File: config.mk
export PLATFORM = sky130hd
export DESIGN_NAME = fetch_unit
export DESIGN_NICKNAME = d
export VERILOG_FILES = /design/src/rtl/fetch_unit.sv
export SDC_FILE = /design/constraint.sdc
export NUM_CORES = 1
export LEC_CHECK = 0
export ABC_AREA = 1
export CAP_MARGIN = 20
export CORE_MARGIN = 2
export CORE_UTILIZATION = 46
export DETAILED_ROUTE_END_ITERATION = 12
export GPL_TIMING_DRIVEN = 0
export PLACE_DENSITY_LB_ADDON = 0.08
export SLEW_MARGIN = 20
export SYNTH_ARGS = -nofsm -noshare
export SYNTH_HDL_FRONTEND = slang
export SYNTH_SLANG_ARGS = --single-unit
export TNS_END_PERCENT = 30
File: constraint.sdc
create_clock -name clk -period 2.92 [get_ports clk]
set_input_delay 0.292 -clock clk [delete_from_list [all_inputs] [get_ports clk]]
set_output_delay 0.292 -clock clk [all_outputs]
set_load 0.1 [all_outputs]
File: src/rtl/fetch_unit.sv
// Non-pipelined instruction-fetch stage: one instruction in flight, req/ack to imem, valid/ready to decode.
// Optional performance counters (instr_count, stall_count) are compiled in when FETCH_PERF_EN is defined.
module fetch_unit #(
  parameter logic [31:0] RESET_PC = 32'h0000_0000
) (
  input  logic        clk,
  input  logic        reset,
  output logic [31:0] imem_addr,
  output logic        imem_req,
  input  logic        imem_ack,
  input  logic [31:0] imem_rdata,
  output logic [31:0] cmd,
  output logic        cmd_valid,
  input  logic        cmd_ready,
  output logic [31:0] pc_out,
  input  logic        exec_valid,
  input  logic [1:0]  jSel,
  input  logic [1:0]  pcSel,
  input  logic        zero,
  input  logic [31:0] branchAddr,
  input  logic [31:0] jrAddr,
  output logic        misalign_err
`ifdef FETCH_PERF_EN
  ,
  output logic [31:0] instr_count,
  output logic [31:0] stall_count
`endif
);

  typedef enum logic [1:0] {
    IDLE     = 2'd0,
    REQ      = 2'd1,
    HOLD     = 2'd2,
    WAIT_RES = 2'd3
  } state_t;

  state_t      state, state_next;
  logic [31:0] pc, pc_next, pc4;
  logic        cmd_load, cmd_accept, resolve;

  assign imem_addr = pc;
  assign pc_out    = pc;
  // Request is a pure decode of the state, so an async reset drops it immediately.
  assign imem_req  = (state == REQ);

  // NOTE: every always_comb output gets a default first so no path leaves it unassigned (no latch).
  always_comb begin
    state_next = state;
    cmd_load   = 1'b0;
    cmd_accept = 1'b0;
    resolve    = 1'b0;
    unique case (state)
      IDLE: state_next = REQ;
      REQ: if (imem_ack) begin
        state_next = HOLD;
        cmd_load   = 1'b1;
      end
      HOLD: if (cmd_valid && cmd_ready) begin
        state_next = WAIT_RES;
        cmd_accept = 1'b1;
      end
      WAIT_RES: if (exec_valid) begin
        state_next = REQ;
        resolve    = 1'b1;
      end
      default: state_next = IDLE;
    endcase
  end

  always_comb begin
    pc4     = pc + 32'd4;
    pc_next = pc4;
    if (jSel == 2'd0) begin
      pc_next = {jrAddr[31:2], 2'b00};
    end else if (jSel == 2'd1) begin
      pc_next = {pc4[31:28], cmd[25:0], 2'b00};
    end else if ((pcSel == 2'd1 && zero) || (pcSel == 2'd2 && !zero)) begin
      pc_next = pc4 + (branchAddr << 2);
    end
  end

  // NOTE: state registers use non-blocking assignments so every flop samples pre-edge values.
  always_ff @(posedge clk or posedge reset) begin
    if (reset) begin
      state        <= IDLE;
      pc           <= RESET_PC;
      cmd          <= 32'd0;
      cmd_valid    <= 1'b0;
      misalign_err <= 1'b0;
    end else begin
      state <= state_next;
      if (cmd_load) begin
        cmd       <= imem_rdata;
        cmd_valid <= 1'b1;
      end
      if (cmd_accept) cmd_valid <= 1'b0;
      if (resolve) begin
        pc <= pc_next;
        if (jSel == 2'd0 && jrAddr[1:0] != 2'b00) misalign_err <= 1'b1;
      end
    end
  end

`ifdef FETCH_PERF_EN
  always_ff @(posedge clk or posedge reset) begin
    if (reset) begin
      instr_count <= 32'd0;
      stall_count <= 32'd0;
    end else begin
      if (cmd_accept) instr_count <= instr_count + 32'd1;
      if ((state == REQ && !imem_ack) || (state == HOLD && !cmd_ready))
        stall_count <= stall_count + 32'd1;
    end
  end
`endif

endmodule

==> results list <==
- The flow ran to the end, but the final reports show violations.
* Failing checks: setup timing
- Number of port buffers: 197
* Largest net degree at the start of global routing: 58
- Counting distinct cell types in the post-synthesis netlist gives 42.
- Most instantiated library cell after synthesis: sky130_fd_sc_hd__nand2_1
* Initial Util: roughly 47%
- Post-Route Skew: 0.00951 ns
* Via count normalized by instance count: 5.28
- Cell types occupying the most area after synthesis: sky130_fd_sc_hd__dfrtp_1, sky130_fd_sc_hd__nand2_1, sky130_fd_sc_hd__ha_1, sky130_fd_sc_hd__inv_1, sky130_fd_sc_hd__nor2_1
* Vias after detailed routing: 7762
- The tightest hold path in the finished design has a slack of 0.214 ns.
- Pre-Repair DR Iteration Count: 5
* Share of async-settable or async-resettable flops after synthesis: 100%
* Final setup violation count: 3
- Global-route wire length before repair: 35600 µm
- The floorplan has 43 rows.
- Top-level port count: 205
* CP Launch Type: register
* Critical path endpoint category: register
* Last weighted congestion value of the routability-driven placer: 0.992
- Number of enable-type register cells in the synthesized netlist: 0
- By instance count, the cell type seen most on the critical path is sky130_fd_sc_hd__nand2_1.
- The tool flagged a number of max-cap violations equal to 0.
- The synthesized design devotes to its leading area cell type 25.4% of total area.
- The startpoint identified for the worst register-to-register timing path is imem_addr[6].
- Fin crit period: 2.93 ns
- In this run the worst path has a maximum fanout of 4.
- The largest single stage delay on the critical path is between 0.4 and 0.5 ns.
- Final Hold Violating Endpoints: 0
- Ordered list of cells on the worst path: nand2_4 > nor2_1 > nand2_1 > nor2_4 > xor2_4 > ha_1 > nand2_2 > inv_1 > nand2_1 > nand2_1 > a21oi_2 > nor2_1 > nor2_1 > nand3_1 > nand3_2 > nand3_2 > nand2_1 > nand2_1
* Required @ worst endpoint: around 3.1 ns
- Count of warnings emitted by yosys: 0
* Die width: 123 µm
* Max-Slew Margin vs Limit: 31.6%
- The largest individual stage delay along the critical path comes from the cell sky130_fd_sc_hd__dfrtp_2.
- The final critical path takes up 100% of the cycle.
* Register bit count reported by yosys: 66
- Seq/Total Area, Yosys: approximately a quarter
* Net total in the final layout: between 1000 and 1500
* Area inside the core boundary: 0.0138 mm²
* DRC violation count after routing: 0
- The final-report max-slew violation count was 0.
* CTS tree: yes
- Clock latency on the worst-skew pair, taken at its later pin, is approximately 0.33 ns.
- Unrepaired setup endpoints after global routing: true
* TritonCTS Sinks: 66
- The synthesized design spends more area on one cell type than any other, namely sky130_fd_sc_hd__dfrtp_1.
- CTS clock-pin slew for the worst setup and hold paths: 0.06 ns
* Die Span Y: 123 µm
* Total track usage: 30.9%
- Tracing the worst setup path back leads to its startpoint at imem_addr[6].
* Actual slew at the worst max-slew pin: about 1 ns
- Area of the mapped netlist: 0.00650 mm²
* Average routed wire per standard cell: approximately 17 µm
- Non-filler instance count after layout: 1469
* Worst Setup Slack, final: -0.0114 ns
- In the final layout, the share of cells above drive strength 1 is about 20%.
- Buffer cell driving the clock tree root: sky130_fd_sc_hd__clkbuf_16
- Leading cell types by count after synthesis: sky130_fd_sc_hd__nand2_1, sky130_fd_sc_hd__inv_1, sky130_fd_sc_hd__nor2_1, sky130_fd_sc_hd__dfrtp_1, sky130_fd_sc_hd__a21oi_1
- 0 antenna diodes ended up in the layout.
- Summed over all nets, the half-perimeter wirelength after detailed placement is 18900 µm.
- Predominant post-synthesis flop cell: sky130_fd_sc_hd__dfrtp_1
- The detail route stage leaves a number of antenna-violating nets equal to 0.
* Num CTS Buffers: 9
* Cells after synthesis: 1030
- Number of H-tree branching levels: 3
- Area enclosed by the die boundary: 0.0151 mm²
- Mean instance size in the synthesized netlist: 6.31 µm²
- For this design, the CTS-stage hold fixing added 0 buffers.
- Total wire length: 24400 µm
* Vias in the first global route: 6955
- After the first detailed-routing iteration, the DRC count stood at 693.
- Critical Setup Path Class: register to register
* Number of antenna violations at the first check in global routing: 0
- Count of placed standard cells including taps: 1411
* Final global-route overflow total: 0
* CP arrival: 3.15 ns
* Maximum root-to-sink buffer count: 2
- The area growth from synthesis to layout is 54.2%.
- Static timing analysis puts the maximum clock frequency at 0.341 GHz.
- Kind of path behind the tightest hold check: input pin to async pin
-- logic make-up after synthesis --
group,count (synthesis),synth area share [%]
adder cells (fa/ha/maj),42,8.20
XOR/XNOR,27,3.64
flip-flops,66,25.4
other,1,0.0577
AO/OA/AOI/OAI,156,14.2
AND/OR/NAND/NOR,546,35.3
buffers and inverters,192,13.2
-- worst max-delay path: cells and delay by family (launching register included) --
| family | cells | cell delay [ns] |
|---|---|---|
| xor+xnor | 1 | 0.23 |
| compound gates | 1 | 0.19 |
| simple gates | 14 | 1.65 |
| fa+ha+maj | 1 | 0.29 |
| flops | 1 | 0.42 |
| buf+inv | 1 | 0.05 |
-- final timing paths --
kind	cells past startpoint	end	slack, ns
worst max-delay path	18	imem_addr[27]	-0.01
worst min-delay path	2	misalign_err	0.21
worst max register to register	18	imem_addr[27]	-0.01
worst min register to register	2	misalign_err	0.47
max in group asynchronous	3	imem_addr[12]	2.18
min in group clk	2	misalign_err	0.47
-- metal layers --
layer | vias to the layer above | global-route usage [%] | wire, µm | share of wire, %
li1 | 3777 | - | - | -
met1 | 3534 | 39.7 | 9840 | 40
met2 | 393 | 51.8 | 11700 | 48
met3 | 58 | 6.64 | 2120 | 8.7
met4 | 0 | 9.55 | 779 | 3.2
met5 | - | 0 | 0 | 0
-- metrics by stage --
step | cell area (µm²) | worst slack (ns) | TNS, ns | util [%]
finish | 10000 | -0.0114 | -0.0206 | 72.5
global route | 10000 | -0.206 | -2.21 | 72.5
CTS | 9320 | -0.0144 | -0.0218 | 67.4
detailed placement | 8820 | -0.114 | -1.03 | 63.8
global placement | 8790 | -0.378 | -16.62 | 63.5
floorplan | 6590 | -0.0238 | -0.0238 | -
-- flip-flops by register name, indices dropped and copies added (netlist names) --
signal / count
cmd: 32
imem_addr: 30
state: 2
cmd_valid: 1
misalign_err: 1
-- what timing repair did --
action,CTS,global route
resized for setup,16,111
buffers inserted,12,30
endpoints found under the setup margin,15,22
endpoints found under the hold margin,0,0
pin swaps,7,39
-- layout by cell type, fill, tap and decap left out, types with 4 or more instances in the layout --
master	n
sky130_fd_sc_hd__nand3_1	52
sky130_fd_sc_hd__dfrtp_1	41
sky130_fd_sc_hd__nand2_1	325
sky130_fd_sc_hd__clkdlybuf4s50_1	197
sky130_fd_sc_hd__a21oi_1	46
sky130_fd_sc_hd__ha_1	28
sky130_fd_sc_hd__buf_2	5
sky130_fd_sc_hd__xor2_1	11
sky130_fd_sc_hd__nand3_2	5
sky130_fd_sc_hd__buf_4	73
sky130_fd_sc_hd__o21ai_1	11
sky130_fd_sc_hd__nor2_2	18
sky130_fd_sc_hd__nand4_1	11
sky130_fd_sc_hd__inv_2	9
sky130_fd_sc_hd__clkbuf_1	13
sky130_fd_sc_hd__conb_1	4
sky130_fd_sc_hd__o211ai_1	7
sky130_fd_sc_hd__nand3b_1	4
sky130_fd_sc_hd__nor2_4	13
sky130_fd_sc_hd__ha_4	10
sky130_fd_sc_hd__dfrtp_2	25
sky130_fd_sc_hd__clkbuf_16	9
sky130_fd_sc_hd__o21ai_0	33
sky130_fd_sc_hd__nand2_4	5
sky130_fd_sc_hd__nor2_1	77
sky130_fd_sc_hd__nor3_2	7
sky130_fd_sc_hd__o21bai_1	7
sky130_fd_sc_hd__clkinv_2	4
sky130_fd_sc_hd__nand3_4	4
sky130_fd_sc_hd__a22oi_1	4
sky130_fd_sc_hd__inv_1	124
sky130_fd_sc_hd__a21oi_2	19
sky130_fd_sc_hd__a221oi_1	18
sky130_fd_sc_hd__nand2_2	20
sky130_fd_sc_hd__xor2_2	11
sky130_fd_sc_hd__buf_1	4
-- final cells by class --
| cell class | instances | area [µm²] |
|---|---|---|
| Sequential cell | 66 | 1680 |
| Multi-Input combinational cell | 775 | 4590 |
| Buffer | 57 | 349 |
| Fill cell | 1150 | 3800 |
| Clock inverter | 6 | 80.1 |
| Tap cell | 180 | 225 |
| Inverter | 135 | 509 |
| Clock buffer | 10 | 239 |
| Timing Repair Buffer | 240 | 2340 |
Power is left out: the tool's default activity adds up to more than one toggle a clock period on the data nets, which glitch-free logic cannot reach.
